### config.mk
export PLATFORM = sky130hd
export DESIGN_NAME = rol_seq
export DESIGN_NICKNAME = d
export VERILOG_FILES = /design/src/rtl/alu_pkg.sv /design/src/rtl/rol_step.sv /design/src/rtl/rol_seq.sv
export SDC_FILE = /design/constraint.sdc
export NUM_CORES = 1
export LEC_CHECK = 0
export BUFFER_PORTS_ARGS = -buffer_cell sky130_fd_sc_hd__buf_4
export CORE_MARGIN = 1
export CORE_UTILIZATION = 45
export CTS_CLUSTER_DIAMETER = 150
export DETAILED_ROUTE_END_ITERATION = 12
export GPL_TIMING_DRIVEN = 0
export PLACE_DENSITY = 0.82
export SLEW_MARGIN = 15
export SYNTH_ARGS = -nofsm -noshare
export SYNTH_HDL_FRONTEND = slang
export SYNTH_SLANG_ARGS = --single-unit
### constraint.sdc
create_clock -name clock -period 2.2 [get_ports clock]
set_clock_uncertainty 0.05 [all_clocks]
set_input_delay 0.11 -clock clock [delete_from_list [all_inputs] [get_ports clock]]
set_output_delay 0.11 -clock clock [all_outputs]
set_load 0.1 [all_outputs]
### src/rtl/alu_pkg.sv
// Shared ALU constants and types.
// Used by the multi-cycle rotate units.
package alu_pkg;

    localparam int WORD_W    = 32;
    localparam int ROT_AMT_W = 5;

    typedef enum logic [1:0] {
        IDLE,
        ROTATE,
        DONE
    } rol_state_t;

endpackage

### src/rtl/rol_step.sv
// Combinational rotate-left of WIDTH bits by 0..STEP positions.
// Shared step primitive for the multi-cycle rotate units.
module rol_step
    import alu_pkg::*;
#(
    parameter int WIDTH = WORD_W,
    parameter int STEP  = 1,
    localparam int SW   = $clog2(STEP + 1)
) (
    input  logic [WIDTH-1:0] data,
    input  logic [SW-1:0]    amt,
    output logic [WIDTH-1:0] result
);

    logic [2*WIDTH-1:0] dbl;

    // Bits shifted out of the top half reappear in the low end.
    assign dbl    = {data, data} << amt;
    assign result = dbl[2*WIDTH-1:WIDTH];

endmodule

### src/rtl/rol_seq.sv
// Multi-cycle rotate-left unit with start/busy/done handshake.
// Rotates by up to STEP bits per clock; result held in data_out.
module rol_seq
    import alu_pkg::*;
#(
    parameter int WIDTH = WORD_W,
    parameter int AMT_W = ROT_AMT_W,
    parameter int STEP  = 1
) (
    input  logic             clock,
    input  logic             clear,
    input  logic             start,
    input  logic [WIDTH-1:0] data_in,
    input  logic [AMT_W-1:0] numOfRotateBits,
    output logic             busy,
    output logic             done,
    output logic [WIDTH-1:0] data_out
);

    localparam int SW = $clog2(STEP + 1);
    localparam logic [AMT_W-1:0] STEP_C = AMT_W'(STEP);

    rol_state_t       state;
    logic [WIDTH-1:0] work;
    logic [AMT_W-1:0] remaining;
    logic [AMT_W-1:0] k;
    logic [WIDTH-1:0] rot;

    // Clamp keeps the final partial step from overshooting.
    assign k = (remaining > STEP_C) ? STEP_C : remaining;

    rol_step #(
        .WIDTH(WIDTH),
        .STEP (STEP)
    ) u_step (
        .data  (work),
        .amt   (k[SW-1:0]),
        .result(rot)
    );

    assign data_out = work;

    always_ff @(posedge clock) begin
        if (clear) begin
            state     <= IDLE;
            work      <= '0;
            remaining <= '0;
            busy      <= 1'b0;
            done      <= 1'b0;
        end else begin
            unique case (state)
                IDLE: begin
                    done <= 1'b0;
                    if (start) begin
                        work      <= data_in;
                        remaining <= numOfRotateBits;
                        if (numOfRotateBits != '0) begin
                            state <= ROTATE;
                            busy  <= 1'b1;
                        end else begin
                            state <= DONE;
                            done  <= 1'b1;
                        end
                    end
                end
                ROTATE: begin
                    work      <= rot;
                    remaining <= remaining - k;
                    if (remaining == k) begin
                        state <= DONE;
                        busy  <= 1'b0;
                        done  <= 1'b1;
                    end
                end
                DONE: begin
                    done  <= 1'b0;
                    state <= IDLE;
                end
                default: begin
                    state <= IDLE;
                    busy  <= 1'b0;
                    done  <= 1'b0;
                end
            endcase
        end
    end

endmodule

# Word level (Yosys, flattened, before mapping)
# Cells that the tools add are included.
# op_classes
add_sub_neg,1
n_mul,0
div,0
n_lt_le_gt_ge,1
eq_ne,6
shift,1
n_mux,17
bitwise,1
n_reduce_logical,6
# op_table
op,n
case mux 32 bit (2 select lines),1
left shift 64 x 1 -> 64 bit,1
two-way mux 32 bit,1
two-way mux 5 bit,2
case mux 5 bit (2 select lines),1
two-way mux 1 bit,6
two-way mux 2 bit,3
inequality test 2 bit (second input constant),3
equality test 5 bit,1
> comparator 5 x 1 -> 1 bit (second input constant),1
nonzero test 5 bit,1
subtractor 5 bit,1
case mux 2 bit (2 select lines),1
AND reduction 2 bit,2
AND reduction 4 bit,1
case mux 1 bit (3 select lines),1
equality test 2 x 1 -> 1 bit (second input constant),1
equality test 2 bit (second input constant),1
logical NOT 2 bit,1
case mux 1 bit (2 select lines),1
nonzero test 2 bit,1
inverter 1 bit,1
# word_totals
regBits,41
latch_bits,0
ram_bits,0
mem_bits_ro,0
input_bits,40
output_inout_bits,34
memories,0

# Logic depth before layout (Yosys ltp)
# Gate-level depths: netlist (run 1).
# logic_depth
depth_word,5
mapped_depth,7
depth_no_buf,7

# Modules after synthesis
# From an unflattened synthesis (run 1), not the netlist that was laid out.
# hier_totals
cells_unflattened,239
hier_area_um2,2464.9
# modules_own_cells
mod,n_inst,cells_per_inst,area_each_um2,seq_area_each_um2
rol_seq,1,203,1920.6,820.8
rol_step,1,36,544.3,0.0

# Worst setup path before layout (run 1)
# Ideal clock, no wire load.
# synth_timing
path_type,reg2reg
startpoint,register remaining[1]
endpoint,register remaining[4]
setup_ns,0.133
t_arrival_ns,1.548
path_slack_ns,0.469
stages_incl_launch_ff,8
path_buffers,0
path_cell_list,dfxtp_1 -> nor4_2 -> nor2_1 -> ha_1 -> nor3b_1 -> xor2_1 -> o221ai_1 -> a21oi_1
# synth_between
elab_chain_cells,4
# synth_rtl
item,line,source
start: declaration,rol_seq.sv:25,logic [AMT_W-1:0] remaining;
start signal: assignment,rol_seq.sv:56,remaining <= numOfRotateBits;
start signal: assignment,rol_seq.sv:68,remaining <= remaining - k;
> comparator 5 x 1 -> 1 bit,rol_seq.sv:30,assign k = (remaining > STEP_C) ? STEP_C : remaining;
two-way mux 5 bit,rol_seq.sv:30,
subtractor 5 bit (*),rol_seq.sv:68,
case mux 5 bit (2 select lines) (*),rol_seq.sv:51,unique case (state)
# Mark *: on every way between the ends. The rest lies on a longest branch, timed or not.
# A chain may end at the register's enable or synchronous reset.

# Final worst setup path (run 1)
# layout_timing
startpoint,register remaining[2]
endpoint,register remaining[1]
# layout_between
elab_chain_cells,4
# layout_rtl
item,line
> comparator 5 x 1 -> 1 bit,rol_seq.sv:30
two-way mux 5 bit,rol_seq.sv:30
subtractor 5 bit,rol_seq.sv:68
case mux 5 bit (2 select lines),rol_seq.sv:51
# Every way passes these cells.

==> results_tabular.tex, run 1 <==
\begin{tabular}{lr}
\hline
Metric & Value \\
\hline
\multicolumn{2}{l}{\textbf{Synthesis}} \\
\quad Unique masters post-synth & 38 \\
\quad Post-synthesis instance area & about 2500 um2 \\
\quad Sequential fraction of the synthesis area & 32.49\% \\
\quad Number of nets produced by synthesis & 345 \\
\quad Warnings, synthesis & 0 \\
\quad Avg Inst Size Synth & 8.310 um2 \\
\quad Post-Synthesis Cells & roughly 300 \\
\quad Library cell occupying the most area in the post-synthesis netlist & sky130\_fd\_sc\_hd\_\_dfxtp\_1 \\
\quad Top cell type's share of synthesized area & between 30\% and 40\% \\
\quad Count of state elements after synthesis & 41 \\
\quad Main area contributors after synthesis & sky130\_fd\_sc\_hd\_\_dfxtp\_1 32\%, sky130\_fd\_sc\_hd\_\_mux2\_4 8.3\%, sky130\_fd\_sc\_hd\_\_a21oi\_1 6.1\% \\
\multicolumn{2}{l}{\textbf{Setup path}} \\
\quad Setup Crit Path Kind & reg2reg \\
\quad Worst Setup Start Kind & flop \\
\quad Sequence of cells on the critical path & nor4\_2 > nor2\_1 > ha\_1 > a22o\_1 > a221oi\_1 \\
\quad Data required time at the worst endpoint & 2350 ps \\
\quad WP buf/inv & 0 \\
\quad Slowest stage cell, crit path & sky130\_fd\_sc\_hd\_\_nor4\_2 \\
\quad Largest delay contributor family on the critical path & simple AND/OR/NAND/NOR gates \\
\quad Arrival time at the worst endpoint & about 2100 ps \\
\quad Category of the worst setup path capture point & flop \\
\quad Longest individual stage delay on the worst path & roughly 470 ps \\
\quad Worst-path fanout max & 5 \\
\multicolumn{2}{l}{\textbf{Pwr}} \\
\quad Power consumption & $\sim$3.3 mW \\
\quad IR Drop Worst-Case VDD & between 0.0005 and 0.0006 V \\
\quad Leak & 1.466 nW \\
\quad PD cells & $\sim$1000 nW/um2 \\
\multicolumn{2}{l}{\textbf{Cells and area}} \\
\quad Final std cell area, no fill & between 3000 and 4000 um2 \\
\quad Final-layout fill cell count & 480 \\
\quad Non-filler instance count after layout & between 400 and 500 \\
\quad Total Nets Final & 423 \\
\quad Area Growth Syn to Fin & 29.17\% \\
\quad Layout cells sized above 1 & around 31\% \\
\quad Number of antenna repair diodes & 0 \\
\quad End-of-flow core utilization & roughly three fifths \\
\multicolumn{2}{l}{\textbf{Global routing}} \\
\quad Largest net degree at the start of global routing & 13 \\
\quad Initial antenna violation count & 0 \\
\quad Leftover overflow at the end of global routing & 0 \\
\quad Vias in the first global route & $\sim$2500 \\
\quad Most congested layer reported by global routing & met2 \\
\quad Grt met2 use & 41.52\% \\
\quad All-layer global routing usage & around a quarter \\
\quad Met3 demand-to-capacity share in global routing & approximately 4.2\% \\
\quad Met1 Usage GRT & 32.14\% \\
\quad Global-route wire length before repair & 11770 um \\
\multicolumn{2}{l}{\textbf{CTS}} \\
\quad Clock tree from TritonCTS & yes \\
\quad Number of buffers created by CTS & 5 \\
\quad Count of instances resized after the clock tree is built & 0 \\
\quad Cell at the root of the clock tree & sky130\_fd\_sc\_hd\_\_clkbuf\_8 \\
\quad H-tree levels & 2 \\
\quad Number of hold buffers added after cts & 0 \\
\quad Post-CTS setup repair buffer count & 0 \\
\quad Maximum root-to-sink buffer count & 2 \\
\quad Clock latency reported for the late side of the worst-skew pair & $\sim$300 ps \\
\quad Number of sinks handled by clock tree synthesis & around 40 \\
\quad Clk pin slew, worst setup/hold paths & 80 ps \\
\multicolumn{2}{l}{\textbf{Place}} \\
\quad Worst slack at placement & 269.3 ps \\
\quad Placed cell count & 445 \\
\quad Final weighted congestion of routability-driven global placement & roughly 0.87 \\
\quad Number of port buffers & 71 \\
\quad DP Area & roughly 3100 um2 \\
\quad HPWL after detailed placement & 5175 um \\
\multicolumn{2}{l}{\textbf{Routing}} \\
\quad Number of routed nets with antenna violations & 0 \\
\quad Vias & about 2700 \\
\quad First-iteration detailed-routing DRC count & 149 \\
\quad Vias per cell & around 5.9 \\
\quad Drt wl/cell & 15.94 um \\
\quad Total Routed Length & $\sim$7200 um \\
\quad Detailed-router iteration count before antenna repair & 5 \\
\quad DRC & 0 \\
\multicolumn{2}{l}{\textbf{Floorplan}} \\
\quad Num ports & 74 \\
\quad Die Wd & roughly 77 um \\
\quad Die footprint & 5917 um2 \\
\quad Standard-cell row count & 26 \\
\quad Area of the placeable core & between 5000 and 6000 um2 \\
\quad Initial cell density of the core & a little under half \\
\quad Vert. Die Dim & around 77 um \\
\multicolumn{2}{l}{\textbf{STA}} \\
\quad Hold violation count in the final report & 0 \\
\quad Maximum achievable frequency & $\sim$0.52 GHz \\
\quad Normalized max-slew margin & around two thirds \\
\quad Setup repair after global routing missed its margin & no \\
\quad Worst-Margin Slew & 528.9 ps \\
\quad Least setup slack across all paths after layout & roughly 280 ps \\
\quad Number of pins with negative max-slew slack in the final report & 0 \\
\quad Total Neg Setup Slack & 0 ps \\
\quad Setup-failing EPs final & 0 \\
\quad Minimum clock period & roughly 1900 ps \\
\quad Post-Route Hold Slack & approximately 78 ps \\
\quad Share of the clock period used by the worst path after layout & between 80 and 90\% \\
\multicolumn{2}{l}{\textbf{Outcome}} \\
\quad Run status & finished clean \\
\multicolumn{2}{l}{\textbf{Hold path}} \\
\quad Hold/Removal Path Class & in2reg \\
\multicolumn{2}{l}{\textbf{Flow run}} \\
\quad Max Cap Violations & 0 \\
\hline
\end{tabular}
## state kept, by name, indices dropped and copies added, names as in the netlist
name,flops
data_out,32
remaining,5
busy,1
done,1
state,2
## synthesized netlist by cell type (all sizes together)
library cell	count
a211oi	13
nand2b	2
nand3	1
nor2b	2
xor2	1
o22a	14
o221ai	1
a21o	1
o22ai	20
nor4	1
mux2	14
nor2	24
a221oi	9
a21oi	31
nand2	7
mux2i	10
o21ai	18
ha	1
or2	10
nor3b	1
dfxtp	41
nand4	8
a41o	1
o311a	8
a22oi	2
nor3	4
buf	15
a22o	1
clkbuf	16
inv	27
## final timing paths
check / to / depth (start not counted) / slack (ps) / start
worst min register to register: busy / 2 / 470 / busy
worst min-delay path: data_out[27] / 3 / 80 / data_in[27]
worst max-delay path: remaining[1] / 5 / 280 / remaining[2]
worst max register to register: remaining[1] / 5 / 280 / remaining[2]
## power breakdown
part	internal [mW]	switching, mW
sequential	0.850	0.116
clock	0.370	0.275
combinational	0.542	1.12
total	1.76	1.51
## metal layers
layer	up-vias	wire length [um]
met5	-	0
met4	0	65
met3	7	458
met2	117	3524
met1	1256	3175
li1	1272	-
## worst reg2reg max path, stage by stage, from the launching register on
cell and delay [ps]:
sky130_fd_sc_hd__dfxtp_1 390, sky130_fd_sc_hd__nor4_2 470, sky130_fd_sc_hd__nor2_1 110, sky130_fd_sc_hd__ha_1 310, sky130_fd_sc_hd__a22o_1 230, sky130_fd_sc_hd__a221oi_1 270
## kinds of logic after synthesis
family	after synthesis	synth area share, %
simple gates	60	12.78
compound gates	119	31.65
fa+ha+maj	1	0.4952
buf+inv	58	9.955
flops	41	32.49
xor+xnor	1	0.3468
mux	24	12.28
## layout make-up
cell class                 count  area (um2)  area share [%]
buffer                        31       150.1           4.601
clock buffer                   7       86.33           2.646
clock inverter                 1       30.03          0.9202
inverter                      27       101.3           3.106
multi-input combinational    205        1454           44.56
sequential                    41       820.8           25.15
tap                           70       87.58           2.684
timing repair buffer          71       533.0           16.33
## placed cells by master, fill, tap and decap left out, drive strengths merged
master and count:
buf 86, dfxtp 41, a21oi 31, inv 27
nor2 24, clkbuf 23, o22ai 20, o21ai 18
mux2 14, o22a 14, a211oi 13, or2 10
mux2i 10, a221oi 9, nand4 8, o311a 8
nand2 7, nor3 4, nor2b 2, a22oi 2
nand2b 2, nor4 1, nand3 1, nor3b 1
xor2 1, o221ai 1, a41o 1, a21o 1
a22o 1, ha 1, bufinv 1
(Power assumes the default switching activity.)
==> run 2, diff against run 1 <==
Settings changed: CAP_MARGIN set to 20, CORE_ASPECT_RATIO set to 0.6.
Clock period 2.2 ns to 2.3 ns, I/O delays scaled along.
==> run 2 against run 1 <==
Sequential share of layout area is 0.096 points lower; largest cell class unchanged; utilization grew 0.71 points; via count is 1.6% higher; cell count is 0.88% lower; final area grew 0.38%.
==> results_tabular.tex, run 2 (synthesis results as in run 1) <==
\begin{tabular}{lr}
\hline
Metric & Value \\
\hline
\multicolumn{2}{l}{\textbf{CTS}} \\
\quad Clk pin slew, worst setup/hold paths & around 90 ps \\
\quad Post-CTS setup repair buffer count & 0 \\
\quad Number of sinks handled by clock tree synthesis & 41 \\
\quad Count of instances resized after the clock tree is built & 0 \\
\quad Number of hold buffers added after cts & 0 \\
\quad Number of buffers created by CTS & 5 \\
\quad Clock tree from TritonCTS & yes \\
\quad Clock latency reported for the late side of the worst-skew pair & 300 ps \\
\quad Cell at the root of the clock tree & sky130\_fd\_sc\_hd\_\_clkbuf\_8 \\
\quad Maximum root-to-sink buffer count & 2 \\
\quad H-tree levels & 2 \\
\multicolumn{2}{l}{\textbf{Setup path}} \\
\quad Data required time at the worst endpoint & 2420 ps \\
\quad WP buf/inv & 0 \\
\quad Setup Crit Path Kind & reg2reg \\
\quad Longest individual stage delay on the worst path & 460 ps \\
\quad Endpoint of the worst register-to-register path & remaining[4] \\
\quad Sequence of cells on the critical path & nor4\_2 > nor2\_1 > ha\_1 > nor3b\_1 > xor2\_1 > o221ai\_1 > a21oi\_1 \\
\quad Worst reg-to-reg setup slack & between 300 and 400 ps \\
\quad Worst R2R Path Depth & 7 \\
\quad Reg2Reg Launch Point & remaining[2] \\
\quad Largest delay contributor family on the critical path & simple AND/OR/NAND/NOR gates \\
\quad Worst Setup Start Kind & flop \\
\quad Category of the worst setup path capture point & flop \\
\quad Slowest stage cell, crit path & sky130\_fd\_sc\_hd\_\_nor4\_2 \\
\quad Arrival time at the worst endpoint & slightly above 2000 ps \\
\quad Worst-path fanout max & 5 \\
\multicolumn{2}{l}{\textbf{Routing}} \\
\quad First-iteration detailed-routing DRC count & $\sim$190 \\
\quad Detailed-router iteration count before antenna repair & 4 \\
\quad DRC & 0 \\
\quad Vias & about 2700 \\
\quad Total Routed Length & 7640 um \\
\quad Vias per cell & roughly 6 \\
\quad Drt wl/cell & 17.02 um \\
\quad Number of routed nets with antenna violations & 0 \\
\multicolumn{2}{l}{\textbf{Global routing}} \\
\quad Largest net degree at the start of global routing & 14 \\
\quad Global-route wire length before repair & between 10000 and 15000 um \\
\quad Leftover overflow at the end of global routing & 0 \\
\quad All-layer global routing usage & a little over a quarter \\
\quad Vias in the first global route & about 2500 \\
\quad Initial antenna violation count & 0 \\
\multicolumn{2}{l}{\textbf{STA}} \\
\quad Setup-failing EPs final & 0 \\
\quad Hold violation count in the final report & 0 \\
\quad Minimum clock period & 1947 ps \\
\quad Setup repair after global routing missed its margin & no \\
\quad Post-Route Hold Slack & between 70 and 80 ps \\
\quad Share of the clock period used by the worst path after layout & 84.67\% \\
\quad Normalized max-slew margin & 61.71\% \\
\quad Total Neg Setup Slack & 0 ps \\
\quad Number of pins with negative max-slew slack in the final report & 0 \\
\quad Maximum achievable frequency & a little over 0.5 GHz \\
\quad Worst-Margin Slew & approximately 570 ps \\
\multicolumn{2}{l}{\textbf{Cells and area}} \\
\quad Total Nets Final & between 400 and 500 \\
\quad Commonest non-fill, non-tap cells in the layout & 73 x sky130\_fd\_sc\_hd\_\_buf\_4, 41 x sky130\_fd\_sc\_hd\_\_dfxtp\_1, 31 x sky130\_fd\_sc\_hd\_\_a21oi\_1 \\
\quad Final std cell area, no fill & 3276 um2 \\
\quad Most frequent standard cell in the layout excluding fill and tap cells & sky130\_fd\_sc\_hd\_\_buf\_4 \\
\quad Final-layout fill cell count & 472 \\
\quad Flip-flop count of the largest register, all copies and words added & 32 \\
\quad Number of antenna repair diodes & 0 \\
\quad Layout cells sized above 1 & a little under a third \\
\quad Area Growth Syn to Fin & 29.67\% \\
\quad End-of-flow core utilization & 62.63\% \\
\multicolumn{2}{l}{\textbf{Pwr}} \\
\quad Leak & $\sim$1.5 nW \\
\quad Net load switching power & 1.473 mW \\
\quad Clock Power Share & a little over a fifth \\
\quad Comb power frac & around half \\
\quad PD cells & 987.7 nW/um2 \\
\quad Reg power frac & 28.6\% \\
\quad Internal power & approximately 1.8 mW \\
\quad IR Drop Worst-Case VDD & roughly 0.00053 V \\
\quad Share of total power consumed by net switching & between 40\% and 50\% \\
\multicolumn{2}{l}{\textbf{Floorplan}} \\
\quad Vert. Die Dim & about 60 um \\
\quad Initial cell density of the core & approximately 48\% \\
\quad Standard-cell row count & 20 \\
\quad Num ports & 74 \\
\quad Die footprint & roughly 5900 um2 \\
\quad Die Wd & a little under 100 um \\
\quad Area of the placeable core & between 5000 and 6000 um2 \\
\multicolumn{2}{l}{\textbf{Place}} \\
\quad HPWL after detailed placement & approximately 5600 um \\
\quad DP Area & between 3000 and 4000 um2 \\
\quad Final weighted congestion of routability-driven global placement & around 0.86 \\
\quad Number of port buffers & between 70 and 80 \\
\multicolumn{2}{l}{\textbf{Hold path}} \\
\quad Hold/Removal Path Class & in2reg \\
\quad Hold Startpoint & data\_in[25] \\
\quad Endpoint, Worst Hold & data\_out[25] \\
\quad Hold path cells & 3 \\
\multicolumn{2}{l}{\textbf{Outcome}} \\
\quad Run status & finished clean \\
\multicolumn{2}{l}{\textbf{Flow run}} \\
\quad Max Cap Violations & 0 \\
\hline
\end{tabular}
-- run 2: cell types whose count changed in the layout (fill, tap and decap cells not counted), sizes merged --
cell | previous run | this run
clkinv | 0 | 1
bufinv | 1 | 2
clkbuf | 23 | 21
-- run 2: how the worst max path moves through the flow --
| stage | start | to | slack [ps] | depth (start not counted) |
|---|---|---|---|---|
| 2_1_floorplan | remaining[1] | remaining[4] | 570 | 7 |
| 3_3_place_gp | remaining[2] | remaining[4] | 420 | 7 |
| 3_5_place_dp | remaining[2] | remaining[4] | 390 | 7 |
| 4_1_cts | remaining[2] | remaining[4] | 360 | 7 |
| 5_1_grt | remaining[2] | remaining[4] | 180 | 7 |
| 6_report | remaining[2] | remaining[4] | 350 | 7 |
-- run 2: power by group through the flow --
| stage | clock, mW | combinational (mW) | sequential (mW) |
|---|---|---|---|
| 2_1_floorplan | 0 | 0.648 | 1.53 |
| 3_3_place_gp | 0 | 1.55 | 0.933 |
| 3_5_place_dp | 0 | 1.59 | 0.935 |
| 6_report | 0.706 | 1.60 | 0.926 |
| 4_1_cts | 0.706 | 1.59 | 0.921 |
| 5_1_grt | 0.737 | 1.68 | 0.937 |
-- run 2: area by class of cell --
class                           instances  area [um2]  area share [%]
Sequential cell                        41       820.8           25.06
Inverter                               27       101.3           3.094
Clock buffer                            5       68.82           2.101
Buffer                                 31       150.1           4.584
Tap cell                               66       82.58           2.521
Timing Repair Buffer                   71       533.0           16.27
Multi-Input combinational cell        205        1454           44.38
Clock inverter                          3       65.06           1.986
-- run 2: tightest hold or removal path: stages --
cell and delay, ps:
sky130_fd_sc_hd__buf_4 110, sky130_fd_sc_hd__o22ai_1 100, sky130_fd_sc_hd__a211oi_1 60
-- run 2: routing by layer --
layer	share of wire, %	track usage (%)	vias up
li1	-	-	1279
met1	48	36.51	1265
met2	43	41.85	131
met3	8.2	5.731	19
met4	1.6	9.168	0
met5	0	0	-
-- run 2: through the flow --
step / total power [mW] / setup slack, ps / instances
final: 3.235 / 352.6 / 449
after CTS: 3.220 / 362.5 / 449
after global routing: 3.358 / 183.0 / 449
after detailed placement: 2.522 / 387.3 / 441
after global placement: 2.487 / 419.3 / 441
after floorplan: 2.180 / 569.4 / 304
